--- src/rtl/opmux_pipe_if.sv ---
// Operand selector bus: select/source request side, result side and error status.
// Combinational bundle only, no latency of its own.
// Backpressure: sel_vld/sel_rdy on the request side, out_vld/out_rdy on the result side.
interface opmux_pipe_if #(
  parameter int WIDTH = 16,
  parameter int NSRC  = 15
);
  logic                  sel_vld;
  logic                  sel_rdy;
  logic [NSRC-1:0]       sel_in;
  logic [NSRC*WIDTH-1:0] src_bus;
  logic                  out_vld;
  logic                  out_rdy;
  logic [WIDTH-1:0]      alu_out;
  logic [WIDTH-1:0]      adr_out;
  logic                  sel_err;
  logic [7:0]            err_cnt;
  logic                  err_clr;

  // Producer/consumer side (operand fetch stage and its downstream user)
  modport master (
    output sel_vld, sel_in, src_bus, out_rdy, err_clr,
    input  sel_rdy, out_vld, alu_out, adr_out, sel_err, err_cnt
  );

  // Selector side
  modport slave (
    input  sel_vld, sel_in, src_bus, out_rdy, err_clr,
    output sel_rdy, out_vld, alu_out, adr_out, sel_err, err_cnt
  );
endinterface

--- src/rtl/opmux_pipe.sv ---
// One-hot ALU/address operand selector with registered valid/ready output stage.
// Latency: one cycle from accept to out_vld; one word per cycle while out_rdy=1.
// Backpressure: one-entry skid buffer, sel_rdy is a register (no out_rdy->sel_rdy path).
module opmux_pipe #(
  parameter int              WIDTH      = 16,
  parameter int              NSRC       = 15,
  parameter logic [NSRC-1:0] ADDR_MASK  = {NSRC{1'b1}},
  parameter bit              ALLOW_ZERO = 1'b1
) (
  input  logic        clkc,
  input  logic        reset,
  opmux_pipe_if.slave io
);

  // EMPTY: nothing held; ONE: OUT slot full; TWO: OUT and SKID full
  typedef enum logic [1:0] {
    ST_EMPTY = 2'd0,
    ST_ONE   = 2'd1,
    ST_TWO   = 2'd2
  } state_t;

  state_t           r_state;
  state_t           w_state_nxt;
  logic             r_sel_rdy;
  logic [WIDTH-1:0] r_out_alu;
  logic [WIDTH-1:0] r_out_adr;
  logic [WIDTH-1:0] r_skid_alu;
  logic [WIDTH-1:0] r_skid_adr;
  logic             r_sel_err;
  logic [7:0]       r_err_cnt;

  logic             w_accept;
  logic [WIDTH-1:0] w_alu;
  logic [WIDTH-1:0] w_adr;
  logic [NSRC-1:0]  w_sel_m1;
  logic             w_multi;
  logic             w_any;
  logic             w_viol;
  logic             w_ld_out_new;
  logic             w_ld_out_skid;
  logic             w_ld_skid;

  assign w_accept = io.sel_vld & r_sel_rdy;

  // OR together every selected source; multi-hot selects merge without priority
  always_comb begin
    w_alu = '0;
    w_adr = '0;
    for (int k = 0; k < NSRC; k++) begin
      if (io.sel_in[k]) begin
        w_alu = w_alu | io.src_bus[k*WIDTH +: WIDTH];
        if (ADDR_MASK[k]) begin
          w_adr = w_adr | io.src_bus[k*WIDTH +: WIDTH];
        end
      end
    end
  end

  // Clearing the lowest set bit leaves something only if two or more bits were set
  assign w_sel_m1 = io.sel_in - NSRC'(1);
  assign w_multi  = |(io.sel_in & w_sel_m1);
  assign w_any    = |io.sel_in;
  assign w_viol   = w_accept & (w_multi | (!ALLOW_ZERO & !w_any));

  // Slot occupancy next-state and which slot loads from where
  always_comb begin
    w_state_nxt   = r_state;
    w_ld_out_new  = 1'b0;
    w_ld_out_skid = 1'b0;
    w_ld_skid     = 1'b0;
    case (r_state)
      ST_EMPTY: begin
        if (w_accept) begin
          w_state_nxt  = ST_ONE;
          w_ld_out_new = 1'b1;
        end
      end
      ST_ONE: begin
        if (w_accept && io.out_rdy) begin
          w_ld_out_new = 1'b1;
        end else if (w_accept) begin
          w_state_nxt = ST_TWO;
          w_ld_skid   = 1'b1;
        end else if (io.out_rdy) begin
          w_state_nxt = ST_EMPTY;
        end
      end
      ST_TWO: begin
        // sel_rdy is low here, so only the drain can happen
        if (io.out_rdy) begin
          w_state_nxt   = ST_ONE;
          w_ld_out_skid = 1'b1;
        end
      end
      default: begin
        w_state_nxt = ST_EMPTY;
      end
    endcase
  end

  // State register; sel_rdy is precomputed from the next state so it stays a flop output
  always_ff @(posedge clkc or posedge reset) begin
    if (reset) begin
      r_state   <= ST_EMPTY;
      r_sel_rdy <= 1'b1;
    end else begin
      r_state   <= w_state_nxt;
      r_sel_rdy <= (w_state_nxt != ST_TWO);
    end
  end

  // OUT and SKID data slots; OUT holds whenever it is not reloaded
  always_ff @(posedge clkc or posedge reset) begin
    if (reset) begin
      r_out_alu  <= '0;
      r_out_adr  <= '0;
      r_skid_alu <= '0;
      r_skid_adr <= '0;
    end else begin
      if (w_ld_out_new) begin
        r_out_alu <= w_alu;
        r_out_adr <= w_adr;
      end else if (w_ld_out_skid) begin
        r_out_alu <= r_skid_alu;
        r_out_adr <= r_skid_adr;
      end
      if (w_ld_skid) begin
        r_skid_alu <= w_alu;
        r_skid_adr <= w_adr;
      end
    end
  end

  // Sticky error flag and saturating count; a violation in the clear cycle still registers
  always_ff @(posedge clkc or posedge reset) begin
    if (reset) begin
      r_sel_err <= 1'b0;
      r_err_cnt <= 8'd0;
    end else if (io.err_clr) begin
      r_sel_err <= w_viol;
      r_err_cnt <= w_viol ? 8'd1 : 8'd0;
    end else if (w_viol) begin
      r_sel_err <= 1'b1;
      if (r_err_cnt != 8'hFF) begin
        r_err_cnt <= r_err_cnt + 8'd1;
      end
    end
  end

  assign io.sel_rdy = r_sel_rdy;
  assign io.out_vld = (r_state != ST_EMPTY);
  assign io.alu_out = r_out_alu;
  assign io.adr_out = r_out_adr;
  assign io.sel_err = r_sel_err;
  assign io.err_cnt = r_err_cnt;

endmodule

--- src/flat_wrapper.sv ---
// flat-port wrapper written by rule: the top's interface ports become plain ports
module opmux_pipe_flat 
#(
  parameter int              WIDTH      = 16,
  parameter int              NSRC       = 15,
  parameter logic [NSRC-1:0] ADDR_MASK  = {NSRC{1'b1}},
  parameter bit              ALLOW_ZERO = 1'b1
)
  (clkc, reset, io_sel_vld, io_sel_in, io_src_bus, io_out_rdy, io_err_clr, io_sel_rdy, io_out_vld, io_alu_out, io_adr_out, io_sel_err, io_err_cnt);
  opmux_pipe_if #(.WIDTH(WIDTH), .NSRC(NSRC)) io_i ();
  input  logic clkc;
  input  logic reset;
  input wire logic [$bits(io_i.sel_vld)-1:0] io_sel_vld;
  input wire logic [$bits(io_i.sel_in)-1:0] io_sel_in;
  input wire logic [$bits(io_i.src_bus)-1:0] io_src_bus;
  input wire logic [$bits(io_i.out_rdy)-1:0] io_out_rdy;
  input wire logic [$bits(io_i.err_clr)-1:0] io_err_clr;
  output wire logic [$bits(io_i.sel_rdy)-1:0] io_sel_rdy;
  output wire logic [$bits(io_i.out_vld)-1:0] io_out_vld;
  output wire logic [$bits(io_i.alu_out)-1:0] io_alu_out;
  output wire logic [$bits(io_i.adr_out)-1:0] io_adr_out;
  output wire logic [$bits(io_i.sel_err)-1:0] io_sel_err;
  output wire logic [$bits(io_i.err_cnt)-1:0] io_err_cnt;
  assign io_i.sel_vld = io_sel_vld;
  assign io_i.sel_in = io_sel_in;
  assign io_i.src_bus = io_src_bus;
  assign io_i.out_rdy = io_out_rdy;
  assign io_i.err_clr = io_err_clr;
  assign io_sel_rdy = io_i.sel_rdy;
  assign io_out_vld = io_i.out_vld;
  assign io_alu_out = io_i.alu_out;
  assign io_adr_out = io_i.adr_out;
  assign io_sel_err = io_i.sel_err;
  assign io_err_cnt = io_i.err_cnt;
  opmux_pipe #(.WIDTH(WIDTH), .NSRC(NSRC), .ADDR_MASK(ADDR_MASK), .ALLOW_ZERO(ALLOW_ZERO)) u_core (.clkc(clkc), .reset(reset), .io(io_i));
endmodule
--- config.mk ---
export PLATFORM = sky130hd
export DESIGN_NAME = opmux_pipe_flat
export DESIGN_NICKNAME = d
export VERILOG_FILES = /design/src/rtl/opmux_pipe_if.sv /design/src/rtl/opmux_pipe.sv /design/src/flat_wrapper.sv
export SDC_FILE = /design/constraint.sdc
export NUM_CORES = 1
export LEC_CHECK = 0
export CAP_MARGIN = 15
export CORE_AREA = 2 2 116 118
export DETAILED_ROUTE_END_ITERATION = 6
export DIE_AREA = 0 0 118 120
export PLACE_DENSITY = 0.71
export SYNTH_ARGS = -nofsm -noshare
export SYNTH_HDL_FRONTEND = slang
export SYNTH_SLANG_ARGS = --single-unit
--- constraint.sdc ---
create_clock -name clkc -period 3.51 [get_ports clkc]
set_clock_uncertainty 0.15 [all_clocks]
set_input_delay 0.351 -clock clkc [delete_from_list [all_inputs] [get_ports clkc]]
set_output_delay 0.351 -clock clkc [all_outputs]
set_load 0.1 [all_outputs]
* Yosys cells after proc, flatten, opt, wreduce, memory -nomap -nowiden *
Cells that the tools add are included.
W data, S select, Z words.

word-level totals
  bits of input ports = 260
  logic and storage cells = 73
  register bits after elaboration = 44

cells by class
  equality and inequality tests = 4
  bitwise gates (word level) = 17
  add/subtract/negate cells = 2
  multiplexer cells = 36
  reduce and logical (&&, ||, !) cells = 8

operators by type and width
  cell                     number
  $mux W16                 17
  $or A16 B16 Y16          14
  $mux W8                  3
  $and A15 B15 Y15         1
  $reduce_or A15 Y1        1
  $sub A15 B1 Y15 const B  1
  $mux W2                  5
  $mux W1                  9
  $add A8 B1 Y8 const B    1
  $ne A8 B8 Y1 const B     1
  $reduce_bool A2 Y1       4
  $pmux W2 S3              1
  $and A1 B1 Y1            2
  $eq A2 B1 Y1 const B     1
  $eq A2 B2 Y1 const B     1
  $logic_not A2 Y1         1
  $ne A2 B2 Y1 const B     1
  $pmux W1 S2              1
  $reduce_and A2 Y1        1
  $logic_and A1 B1 Y1      1

* Longest topological paths before layout *
Gate-level depths: netlist (run 1).

  depth in word-level cells = 30
  mapped depth = 8
  mapped depth without buffers = 6

* Least setup slack after synthesis (run 1) *
Ideal clock, no wire load.

  path kind = flip-flop to flip-flop
  start point = reg u_core.r_err_cnt[0], in the netlist u_core.io.err_cnt[0]
  end point = reg u_core.r_err_cnt[6], in the netlist u_core.io.err_cnt[6]
  clock period less this slack = 2586 ps
  setup slack = 924 ps
  library setup time = 77 ps
  arrival = 2359 ps
  buffers on the path = 0
  stages on the path, launching flop included = 6
  cells stage by stage = dfrtp_1 > ha_1 > nand3_1 > or4_1 > or3_1 > a21oi_1

on the way
  longest elaborated chain between the ends = 4

ends and longest elaborated chain
  what                    line               RTL
  start, declared         opmux_pipe.sv:30   logic [7:0] r_err_cnt;
  start signal, assigned  opmux_pipe.sv:141  r_err_cnt <= w_viol ? 8'd1 : 8'd0;
  start signal, assigned  opmux_pipe.sv:145  r_err_cnt <= r_err_cnt + 8'd1;
  $add A8 B1 Y8           opmux_pipe.sv:145
  $mux W8                 opmux_pipe.sv:144  if (r_err_cnt != 8'hFF) begin
  $mux W8                 opmux_pipe.sv:142  end else if (w_viol) begin
  $mux W8                 opmux_pipe.sv:139  end else if (io.err_clr) begin

Several ways; a longest one is shown, not always the timed one. The select of a mux whose other input is x is not followed.
A chain may end at the register's enable or synchronous reset.

* Worst setup path in the final report (run 1) *
  start point = in io_sel_in[3]
  end point = reg u_core.r_err_cnt[0], in the netlist u_core.io.err_cnt[0]

on the way
  longest elaborated chain between the ends = 6

ends and longest elaborated chain
  what                                           line                RTL
  start, declared                                flat_wrapper.sv:14  input wire logic [$bits(io_i.sel_in)-1:0] io_sel_in;
  $sub A15 B1 Y15                                opmux_pipe.sv:60    assign w_sel_m1 = io.sel_in - NSRC'(1);
  $and A15 B15 Y15 (*)                           opmux_pipe.sv:61    assign w_multi = |(io.sel_in & w_sel_m1);
  $reduce_or A15 Y1 (*)                          opmux_pipe.sv:61
  $and A1 B1 Y1 (*)                              opmux_pipe.sv:63    assign w_viol = w_accept & (w_multi | (!ALLOW_ZERO & !w_any));
  $mux W1 or $reduce_bool A2 Y1 (tied branches)  n/a
  $mux W8 or $reduce_and A2 Y1 (tied branches)   n/a

Every way passes the cells marked *; elsewhere a longest branch is shown, timed or not.

==> flow_summary.rst, run 1 <==
.. list-table::
   :header-rows: 1

   * - Metric
     - Value
   * - Layout overhead on the synthesized area
     - 93.6%
   * - Io pins
     - 303
   * - Async set or reset register ratio after synthesis
     - 1.00
   * - Final Setup Violations
     - 0
   * - Detailed-route wire length
     - 20,100 µm
   * - Number of synthesized flops with an enable pin
     - 0
   * - Clock tree from TritonCTS
     - built
   * - Largest delay contributor family on the critical path
     - simple AND/OR/NAND/NOR gates
   * - GR Overflow Total
     - 0
   * - Routed met1 length
     - 7850 µm
   * - Leakage dissipation
     - 0.00254 µW
   * - Worst-margin pin slew
     - 983 ps
   * - Maximum fanout along the worst path
     - 10
   * - Non-filler instance count after layout
     - 880
   * - Design Power
     - 3730 µW
   * - Met3 Routed Length
     - 1820 µm
   * - Height of the die
     - 120 µm
   * - Largest net degree at the start of global routing
     - 45
   * - Worst-Skew Late Latency
     - 280 ps
   * - Post-synthesis cell count
     - 428
   * - Part of the cycle the worst path needs
     - 0.803
   * - Power density of the placed cells
     - 549 nW/µm²
   * - Worst hold-check path type
     - reg -> reg
   * - Number of remaining DRC errors
     - 0
   * - Post-synthesis register bit count
     - 44
   * - Synthesized area per cell
     - 8.20 µm²
   * - CP cell instances
     - clkdlybuf4s50_1 -> buf_4 -> nor4_2 -> nand3_1 -> o22a_1 -> nor4b_4 -> nor4_2 -> a311o_1
   * - Worst hold slack
     - 351 ps
   * - Post-CTS setup buffer count
     - 0
   * - Hold-fix buffers, CTS
     - 0
   * - Type of the worst setup path
     - in -> reg
   * - Most frequent cell on the critical path
     - sky130_fd_sc_hd__nor4_2
   * - Aggregate global-route resource usage
     - 0.273
   * - Main combinational cell family by area after synthesis
     - compound AO/OA/AOI/OAI gates
   * - Port bufs
     - 302
   * - Count of routing violations after the opening detailed-route iteration
     - 562
   * - Fraction of final layout cells with drive strength greater than 1
     - 0.0611
   * - Master of the slowest instance on the critical path
     - sky130_fd_sc_hd__nor4b_4
   * - Via count of the first global-routing pass
     - 5,135
   * - Max layer used
     - met4
   * - Adder and majority cell fraction of the synthesized area
     - 0.00641
   * - Length of the first detailed-routing pass in iterations
     - 6
   * - Run status
     - complete, no violations
   * - Root buffer cell
     - sky130_fd_sc_hd__clkbuf_16
   * - Slew Limit Headroom
     - 0.343
   * - Clock transition at the registers of the reported paths
     - 60 ps
   * - Resize count post-CTS
     - 0
   * - Final #Nets
     - 964
   * - Area taken by flip-flops and latches
     - 1100 µm²
   * - Final critical path time including I/O delays and setup
     - 2820 ps
   * - Global-route wire length before repair
     - 29,500 µm
   * - Multiplexer area fraction after synthesis
     - 0.0406
   * - Worst path buffer plus inverter count
     - 2
   * - Aggregate negative setup slack
     - 0 ps
   * - Die W
     - 118 µm
   * - Number of antenna violations at the first check in global routing
     - 0
   * - Required time of the critical path
     - 3530 ps
   * - Worst Setup Start Kind
     - input port
   * - Wire per inst
     - 22.8 µm
   * - Met2 wire length
     - 9740 µm
   * - Count of inserted antenna diode cells
     - 0
   * - Placed instance count
     - 872
   * - Dominant synthesized flop cell
     - sky130_fd_sc_hd__dfrtp_1
   * - Maximum level of the CTS H-tree
     - 2
   * - Sequential cell area fraction in the yosys report
     - 0.314
   * - Final HPWL DP
     - 16,500 µm
   * - Critical path capture point type
     - flop
   * - Clock Tree Buf Depth
     - 2
   * - Data arrival time of the critical path
     - 2840 ps
   * - Complex-gate fraction of the synthesized area
     - 0.367
   * - Number of warning messages in the yosys log
     - 0
   * - Cts bufs inserted
     - 5
   * - Synthesized net count
     - 689
   * - Initial core utilization
     - 0.270
   * - Number of vias in the routed layout
     - 4,988
   * - Filler cell count
     - 1,252
   * - Slew Viols, Final
     - 0
   * - Number of distinct library cells after synthesis
     - 43
   * - Area of the multi-input gates
     - 2120 µm²
   * - Max incr delay on CP
     - 670 ps
   * - Standard cell core area
     - 13,000 µm²
   * - Number of maximum-capacitance violations
     - 0
   * - Detail Route Antenna Nets
     - 0
   * - Fraction of the mapped netlist area in simple logic gates
     - 0.187
   * - Fin. Hold Viols
     - 0
   * - Via-per-instance ratio
     - 5.67
   * - Post-synthesis xor/xnor area fraction
     - 0
   * - Full die area
     - 14,200 µm²
   * - Num rows
     - 42
   * - Area of the mapped netlist
     - 3510 µm²
   * - Maximum ir drop on the vdd rail
     - 384 µV
   * - Maximum frequency from static timing analysis
     - 0.355 GHz
   * - Setup repair after global routing missed its margin
     - false
   * - Clk sink count
     - 44
   * - Placer congestion estimate
     - 0.947
-- final cells by class --
| cell class | instances | share of cell area |
|---|---|---|
| Clock buffer | 5 | 0.0184 |
| Clock inverter | 3 | 0.00350 |
| Inverter | 4 | 0.00221 |
| Multi-Input combinational cell | 325 | 0.312 |
| Sequential cell | 44 | 0.162 |
| Tap cell | 176 | 0.0324 |
| Timing Repair Buffer | 323 | 0.470 |
-- routing by layer --
metal,track usage,vias up
met4,0.0994,0
met2,0.462,337
met5,0,-
met3,0.0532,49
li1,-,2235
met1,0.347,2367
-- cells in the mapped netlist, types with 3 or more instances --
cell type	number	area (µm²)
sky130_fd_sc_hd__nand4_1	17	106
sky130_fd_sc_hd__a222oi_1	16	160
sky130_fd_sc_hd__a22oi_1	99	743
sky130_fd_sc_hd__inv_1	4	15.0
sky130_fd_sc_hd__or3_1	5	31.3
sky130_fd_sc_hd__a31oi_1	3	18.8
sky130_fd_sc_hd__nand2_1	12	45.0
sky130_fd_sc_hd__dfrtp_1	43	1080
sky130_fd_sc_hd__buf_2	3	15.0
sky130_fd_sc_hd__mux2i_1	12	120
sky130_fd_sc_hd__a21oi_1	25	125
sky130_fd_sc_hd__buf_1	7	26.3
sky130_fd_sc_hd__nor4_1	3	18.8
sky130_fd_sc_hd__or4_1	4	30.0
sky130_fd_sc_hd__nor2b_1	4	25.0
sky130_fd_sc_hd__o21ai_0	32	160
sky130_fd_sc_hd__clkbuf_1	27	101
sky130_fd_sc_hd__nor3_1	6	30.0
sky130_fd_sc_hd__buf_4	16	120
sky130_fd_sc_hd__nand3_1	21	105
sky130_fd_sc_hd__nor2_1	43	161
-- placed cells by master (no fill, tap or decap), drive strengths merged, types with 2 or more instances in the layout --
master         Yosys  final
or4                5      5
nand3             21     21
or3                5      5
nand4             17     17
mux2i             12     12
nand2b             2      2
o21ai             32     32
clkinvlp           0      2
nand2             12     12
nor2b              4      4
clkdlybuf4s50      0    302
inv                4      4
a31oi              3      3
mux2               2      2
clkbuf            27      5
a21oi             25     25
nor2              43     43
a22oi             99     99
nor4               5      5
buf               28     21
dfrtp             43     43
nor3               7      7
a222oi            16     16
-- power by group --
group          leakage (µW)  internal (µW)  switching [µW]
Clock             0.0000660            265             203
Sequential         0.000474            631             133
Combinational       0.00200            728            1770
Total               0.00254           1620            2110
-- cells by family after synthesis --
logic type / count (synthesis)
DFF: 44
AOI/OAI and AO/OA: 184
and+or+nand+nor: 125
muxes: 14
adders and majority gates: 2
buffers and inverters: 59
-- stage by stage --
step           setup slack (ps)  area (µm²)  utilization
6_report                    690        6800        0.524
5_1_grt                     517        6800        0.524
4_1_cts                     721        6800        0.524
3_5_place_dp                428        6650        0.512
3_3_place_gp                488        6650        0.512
2_1_floorplan               924        3510            -
-- flip-flops by register name, summed over array words and instances, names as in the netlist --
name	cells
u_core.io.sel_err	1
u_core.r_skid_alu	16
u_core.io.alu_out	16
u_core.io.sel_rdy	1
u_core.io.err_cnt	8
u_core.r_state	2
-- path summary, 6_finish.rpt --
check	startpoint	to	slack [ps]	cells after the start
min in group asynchronous	reset	u_core.r_skid_alu[1]	450	2
worst min register to register	u_core.io.sel_err	u_core.io.sel_err	350	1
max in group asynchronous	reset	u_core.r_skid_alu[7]	2180	2
worst max-delay path	io_sel_in[3]	u_core.io.err_cnt[0]	690	8
worst min-delay path	u_core.io.sel_err	u_core.io.sel_err	350	1
worst max register to register	u_core.io.err_cnt[0]	u_core.io.err_cnt[5]	1290	6
No activity file was read; power rests on OpenSTA's default activity.
==> inputs of run 2 (changes only) <==
==> constraint.sdc (replaced) <==
create_clock -name clkc -period 2.8 [get_ports clkc]
set_clock_uncertainty 0.15 [all_clocks]
set_input_delay 0.28 -clock clkc [delete_from_list [all_inputs] [get_ports clkc]]
set_output_delay 0.28 -clock clkc [all_outputs]
set_load 0.1 [all_outputs]
==> run 2 against run 1 <==
Effect of this change: wire length is essentially flat; clock-buffer cell count did not move; setup slack worse by 440 ps; die area stayed put; utilization down 0.29 points; via count rose by 0.86%; first-iteration DRC count decreased by 3.0%; power is 23% higher; clock power grew 21%; non-clock buffer count grew 10; global-route usage shrank 0.052 points; sequential cell count is the same; largest cell class unchanged.
==> flow_summary.rst, run 2 (same netlist as run 1, synthesis figures left out) <==
.. list-table::
   :header-rows: 1

   * - Metric
     - Value
   * - Root buffer cell
     - sky130_fd_sc_hd__clkbuf_16
   * - Maximum frequency from static timing analysis
     - 0.392 GHz
   * - Worst-Skew Late Latency
     - 280 ps (about the same)
   * - Final #Nets
     - 974 (+1.0%)
   * - Area of the multi-input gates
     - 2120 µm² (unchanged)
   * - Aggregate global-route resource usage
     - 0.273 (-0.000517)
   * - Post-CTS setup buffer count
     - 0 (unchanged)
   * - Highest-count cells in the layout ignoring fill and taps
     - sky130_fd_sc_hd__clkdlybuf4s50_1, sky130_fd_sc_hd__a22oi_1, sky130_fd_sc_hd__buf_4, sky130_fd_sc_hd__nor2_1, sky130_fd_sc_hd__dfrtp_1
   * - Setup repair after global routing missed its margin
     - false
   * - Final HPWL DP
     - 16,500 µm (about the same)
   * - Number of antenna violations at the first check in global routing
     - 0 (unchanged)
   * - Standard cell core area
     - 13,000 µm² (unchanged)
   * - Data arrival time of the critical path
     - 2560 ps (-280 ps)
   * - Length of the first detailed-routing pass in iterations
     - 6 (unchanged)
   * - Slew Limit Headroom
     - 0.378 (+0.0354)
   * - Power density of the placed cells
     - 678 nW/µm² (+24%)
   * - Largest net degree at the start of global routing
     - 45 (unchanged)
   * - Required time of the critical path
     - 2810 ps (-720 ps)
   * - Cells on Worst Hold Path
     - 1 (unchanged)
   * - Slew Viols, Final
     - 0 (unchanged)
   * - Part of the cycle the worst path needs
     - 0.912
   * - Clock tree from TritonCTS
     - built
   * - Cell area after placement
     - 6620 µm² (-0.49%)
   * - Clock transition at the registers of the reported paths
     - 60 ps (about the same)
   * - Critical path capture point type
     - flop
   * - Final critical path time including I/O delays and setup
     - 2550 ps
   * - Number of vias in the routed layout
     - 5,031 (+0.86%)
   * - GR Overflow Total
     - 0 (unchanged)
   * - Port bufs
     - 302 (unchanged)
   * - Wire per inst
     - 22.5 µm (-1.2%)
   * - Count of inserted antenna diode cells
     - 0 (unchanged)
   * - Io pins
     - 303 (unchanged)
   * - Detailed-route wire length
     - 20,100 µm (about the same)
   * - Hold-fix buffers, CTS
     - 0 (unchanged)
   * - Height of the die
     - 120 µm (unchanged)
   * - Final Setup Violations
     - 0 (unchanged)
   * - Worst hold slack
     - 356 ps (+4.44 ps)
   * - Most frequent standard cell in the layout excluding fill and tap cells
     - sky130_fd_sc_hd__clkdlybuf4s50_1
   * - Count of routing violations after the opening detailed-route iteration
     - 545 (-3.0%)
   * - Cts bufs inserted
     - 5 (unchanged)
   * - Layout overhead on the synthesized area
     - 92.6%
   * - Num rows
     - 42 (unchanged)
   * - Area taken by flip-flops and latches
     - 1100 µm² (unchanged)
   * - Worst-margin pin slew
     - 931 ps (-51.4 ps)
   * - Resize count post-CTS
     - 0 (unchanged)
   * - Placer congestion estimate
     - 0.954 (+0.81%)
   * - Via-per-instance ratio
     - 5.65 (-0.27%)
   * - Run status
     - complete, no violations
   * - Die W
     - 118 µm (unchanged)
   * - Via count of the first global-routing pass
     - 5,189 (+1.1%)
   * - Full die area
     - 14,200 µm² (unchanged)
   * - Maximum ir drop on the vdd rail
     - 561 µV (+46%)
   * - Maximum fanout along the worst path
     - 14 (+4)
   * - Number of remaining DRC errors
     - 0 (unchanged)
   * - Type of the worst setup path
     - in -> reg
   * - Maximum level of the CTS H-tree
     - 2 (unchanged)
   * - Worst Setup Start Kind
     - input port
   * - Number of maximum-capacitance violations
     - 0 (unchanged)
   * - Post-route cell area
     - 6760 µm² (-0.55%)
   * - Fraction of final layout cells with drive strength greater than 1
     - 0.134 (+0.0734)
   * - Filler cell count
     - 1,206 (-3.7%)
   * - Worst hold-check path type
     - reg -> reg
   * - Clock Tree Buf Depth
     - 2 (unchanged)
   * - Leakage dissipation
     - 0.00263 µW (+3.6%)
   * - Global-route wire length before repair
     - 29,600 µm (+0.49%)
   * - Initial core utilization
     - 0.270 (unchanged)
   * - Clk sink count
     - 44 (unchanged)
   * - Detail Route Antenna Nets
     - 0 (unchanged)
   * - Logic depth of the worst register-to-register path
     - 6 (unchanged)
   * - Fin. Hold Viols
     - 0 (unchanged)
[run 2: metrics by stage]
stage / util / std cells / worst slack, ps / power, µW / TNS [ps]
6_report: 0.521 / 890 / 247 / 4580 / 0
5_1_grt: 0.521 / 890 / 143 / 4750 / 0
4_1_cts: 0.521 / 890 / 240 / 4600 / 0
3_5_place_dp: 0.510 / 882 / -50.7 / 4020 / -105
3_3_place_gp: 0.510 / 882 / -0.132 / 3990 / -0.132
2_1_floorplan: - / 428 / 214 / 3180 / 0
[run 2: worst paths after layout]
kind	from	slack, ps	to
worst max-delay path	io_sel_in[3]	250	u_core.io.err_cnt[0]
worst min-delay path	u_core.io.sel_err	360	u_core.io.sel_err
worst max register to register	u_core.io.err_cnt[0]	600	u_core.io.err_cnt[5]
worst min register to register	u_core.io.sel_err	360	u_core.io.sel_err
max in group asynchronous	reset	1540	u_core.r_state[1]
min in group asynchronous	reset	380	u_core.r_skid_alu[1]
[run 2: worst max-delay path, stage by stage]
cell,delay (ps)
sky130_fd_sc_hd__clkdlybuf4s50_1,460
sky130_fd_sc_hd__or4_1,590
sky130_fd_sc_hd__a211oi_2,210
sky130_fd_sc_hd__a21oi_1,90
sky130_fd_sc_hd__nor4b_4,370
sky130_fd_sc_hd__buf_12,180
sky130_fd_sc_hd__nor4_2,50
sky130_fd_sc_hd__a311o_1,320
[run 2: layout make-up]
| type | instances | area share |
|---|---|---|
| well taps | 176 | 0.0326 |
| inverters | 4 | 0.00222 |
| repair buffers | 333 | 0.468 |
| multi-input cells | 325 | 0.313 |
| flip-flops and latches | 44 | 0.163 |
| clock buffers | 5 | 0.0185 |
| clock inverters | 3 | 0.00278 |
[run 2: where the power goes]
part / leakage [µW] / total [µW] / internal (µW) / switching (µW)
Combinational: 0.00209 / 3050 / 836 / 2220
Clock: 0.0000736 / 566 / 329 / 237
Sequential: 0.000474 / 963 / 791 / 173
Total: 0.00263 / 4580 / 1960 / 2630
[run 2: per-layer routing]
layer  part of all wire  global-route usage
met5                  0                   0
met4              0.026              0.0783
met3              0.099              0.0689
met2               0.48               0.457
met1               0.39               0.348
==> inputs of run 3 (changes only) <==
--- a/config.mk
+++ b/config.mk
@@ -5,11 +5,12 @@
 export SDC_FILE = /design/constraint.sdc
 export NUM_CORES = 1
 export LEC_CHECK = 0
+export ABC_CLOCK_PERIOD_IN_PS = 2800
 export CAP_MARGIN = 15
 export CORE_AREA = 2 2 116 118
 export DETAILED_ROUTE_END_ITERATION = 6
 export DIE_AREA = 0 0 118 120
-export PLACE_DENSITY = 0.71
+export PLACE_DENSITY = 0.77
 export SYNTH_ARGS = -nofsm -noshare
 export SYNTH_HDL_FRONTEND = slang
 export SYNTH_SLANG_ARGS = --single-unit
==> run 3 against run 2 <==
Effect of this change: sequential power rose by 0.5%; setup slack worse by 16 ps; first-iteration DRC count grew 12%; wire length rose by 2.5%; critical path depth unchanged; power rose by 3.0%; clock power rose by 22%; global-route usage rose by 0.95 points; via count is essentially flat; non-clock buffer count increased by 1.
==> flow_summary.rst, run 3 (same netlist as run 1, synthesis figures left out) <==
.. list-table::
   :header-rows: 1

   * - Metric
     - Value
   * - Run status
     - complete, no violations
   * - Root buffer cell
     - sky130_fd_sc_hd__clkbuf_16
   * - Initial core utilization
     - 0.270 (unchanged)
   * - Height of the die
     - 120 µm (unchanged)
   * - Cell area after placement
     - 6620 µm² (+0.11%)
   * - Maximum ir drop on the vdd rail
     - 650 µV (+16%)
   * - Via-per-instance ratio
     - 5.64 (-0.19%)
   * - Largest net degree at the start of global routing
     - 45 (unchanged)
   * - Aggregate global-route resource usage
     - 0.282 (+0.00951)
   * - Master of the slowest instance on the critical path
     - sky130_fd_sc_hd__or4_1
   * - Internal Pwr Total
     - 2050 µW (+4.7%)
   * - Detail Route Antenna Nets
     - 0 (unchanged)
   * - Number of remaining DRC errors
     - 0 (unchanged)
   * - Data arrival time of the critical path
     - 2590 ps (+30 ps)
   * - Origin of the worst min-delay path
     - u_core.io.sel_err
   * - Net Switching
     - 2670 µW (+1.8%)
   * - Worst Setup Start Kind
     - input port
   * - Critical register-to-register path endpoint
     - u_core.io.err_cnt[6]
   * - Slew Limit Headroom
     - 0.374 (-0.00365)
   * - Io pins
     - 303 (unchanged)
   * - Placed instance count
     - 883 (+0.11%)
   * - Via count of the first global-routing pass
     - 5,085 (-2.0%)
   * - Fraction of power spent switching nets
     - 0.566 (-0.00705)
   * - Max incr delay on CP
     - 620 ps (+30 ps)
   * - Power share of the clock group
     - 0.147 (+0.024)
   * - Endpoint of the worst hold-timing path
     - u_core.io.sel_err
   * - Port bufs
     - 302 (unchanged)
   * - Leakage dissipation
     - 0.00264 µW (+0.43%)
   * - Number of maximum-capacitance violations
     - 0 (unchanged)
   * - Detailed-route wire length
     - 20,600 µm (+2.5%)
   * - Power density of the placed cells
     - 695 nW/µm² (+2.5%)
   * - Final HPWL DP
     - 16,600 µm (+0.34%)
   * - Die W
     - 118 µm (unchanged)
   * - Worst hold slack
     - 357 ps (+0.968 ps)
   * - Relative contribution of sequential cells to total power
     - 0.205 (-0.005)
   * - Part of the total power dissipated in combinational logic
     - 0.648 (-0.018)
   * - Post-CTS setup buffer count
     - 0 (unchanged)
   * - Setup repair after global routing missed its margin
     - false
   * - Count of inserted antenna diode cells
     - 0 (unchanged)
   * - Cells on Worst Hold Path
     - 1 (unchanged)
   * - Worst path buffer plus inverter count
     - 2 (unchanged)
   * - Cts bufs inserted
     - 5 (unchanged)
   * - Layout overhead on the synthesized area
     - 93.5%
   * - Maximum level of the CTS H-tree
     - 2 (unchanged)
   * - Hold-fix buffers, CTS
     - 0 (unchanged)
   * - Final #Nets
     - 975 (+0.10%)
   * - Number of antenna violations at the first check in global routing
     - 0 (unchanged)
   * - Resize count post-CTS
     - 0 (unchanged)
   * - Post-route cell area
     - 6800 µm² (+0.52%)
   * - Critical path capture point type
     - flop
   * - Required time of the critical path
     - 2820 ps (about the same)
   * - Part of the cycle the worst path needs
     - 0.917 (+0.00579)
   * - Maximum frequency from static timing analysis
     - 0.389 GHz (-0.63%)
   * - Fin. Hold Viols
     - 0 (unchanged)
   * - Placer congestion estimate
     - 0.989 (+3.6%)
   * - Slew Viols, Final
     - 0 (unchanged)
   * - Count of routing violations after the opening detailed-route iteration
     - 608 (+12%)
   * - Clock Tree Buf Depth
     - 2 (unchanged)
   * - Maximum fanout along the worst path
     - 14 (unchanged)
   * - Type of the worst setup path
     - in -> reg
   * - Highest-count cells in the layout ignoring fill and taps
     - sky130_fd_sc_hd__clkdlybuf4s50_1, sky130_fd_sc_hd__a22oi_1, sky130_fd_sc_hd__buf_4, sky130_fd_sc_hd__nor2_1, sky130_fd_sc_hd__dfrtp_1
   * - Clock transition at the registers of the reported paths
     - 70 ps (about the same)
   * - Length of the first detailed-routing pass in iterations
     - 6 (unchanged)
   * - CP cell instances
     - clkdlybuf4s50_1 -> or4_1 -> a211oi_2 -> a21oi_1 -> nor4b_4 -> buf_12 -> nor4_2 -> a311o_1
   * - Non-filler instance count after layout
     - 891 (+0.11%)
   * - Worst-margin pin slew
     - 937 ps (+5.47 ps)
   * - Wire per inst
     - 23.1 µm (+2.4%)
   * - Worst-Skew Late Latency
     - 290 ps (about the same)
   * - Num rows
     - 42 (unchanged)
   * - Largest delay contributor family on the critical path
     - simple AND/OR/NAND/NOR gates
   * - Critical R2R Launch
     - u_core.io.sel_rdy
   * - Fraction of final layout cells with drive strength greater than 1
     - 0.136 (+0.00121)
   * - GR Overflow Total
     - 0 (unchanged)
   * - Final critical path time including I/O delays and setup
     - 2570 ps (+16.2 ps)
   * - Standard cell core area
     - 13,000 µm² (unchanged)
   * - Slack of the worst reg-to-reg path
     - 590 ps (about the same)
   * - Global-route wire length before repair
     - 30,200 µm (+2.0%)
   * - Full die area
     - 14,200 µm² (unchanged)
   * - Clk sink count
     - 44 (unchanged)
   * - Aggregate negative setup slack
     - 0 ps (unchanged)
   * - Design Power
     - 4720 µW (+3.0%)
   * - Most frequent standard cell in the layout excluding fill and tap cells
     - sky130_fd_sc_hd__clkdlybuf4s50_1
   * - Worst hold-check path type
     - reg -> reg
   * - Number of vias in the routed layout
     - 5,027 (-0.080%)
   * - Final Setup Violations
     - 0 (unchanged)
   * - Clock tree from TritonCTS
     - built
   * - Logic depth of the worst register-to-register path
     - 4 (-2)
## run 3: cell count changes in the layout (fill, tap and decap cells not counted), sizes merged
cell and delta:
clkinv -3, buf +1, bufinv +1, inv +1, clkinvlp +1
## run 3: cell type report
class | count | area (µm²)
Clock buffer | 5 | 125
Timing Repair Buffer | 334 | 3170
Tap cell | 176 | 220
Multi-Input combinational cell | 325 | 2120
Fill cell | 1203 | 6180
Sequential cell | 44 | 1100
Clock inverter | 3 | 46.3
Inverter | 4 | 15.0
## run 3: per-stage QoR
| stage | util | worst slack [ps] |
|---|---|---|
| after detailed placement | 0.510 | -56.2 |
| final | 0.524 | 231 |
| after floorplan | - | 214 |
| after global placement | 0.510 | 1.04 |
| after global routing | 0.524 | 99.1 |
| after CTS | 0.524 | 247 |
## run 3: how the worst max path moves through the flow
stage                          from              endpoint  slack (ps)  cells past startpoint
6_report               io_sel_in[2]  u_core.io.err_cnt[0]         230                      8
5_1_grt                io_sel_in[2]  u_core.io.err_cnt[0]         100                      9
4_1_cts                io_sel_in[2]  u_core.io.err_cnt[0]         250                      8
3_5_place_dp           io_sel_in[2]  u_core.io.err_cnt[0]         -60                      8
3_3_place_gp           io_sel_in[2]  u_core.io.err_cnt[0]           1                      8
2_1_floorplan  u_core.io.err_cnt[0]  u_core.io.err_cnt[6]         210                      5
## run 3: power by group through the flow
stage | combinational [µW] | clock [µW] | sequential [µW]
floorplan | 1410 | 0 | 1770
global placement | 3040 | 0 | 966
detailed placement | 3050 | 0 | 976
CTS | 3060 | 698 | 967
global route | 3160 | 725 | 988
finish | 3060 | 692 | 968
## run 3: routing by layer
layer,global-route usage,routed length (µm),up-vias
met5,0,0,-
met4,0.0979,614,0
met3,0.0589,1840,41
met2,0.511,10500,355
met1,0.330,7660,2377
li1,-,-,2254
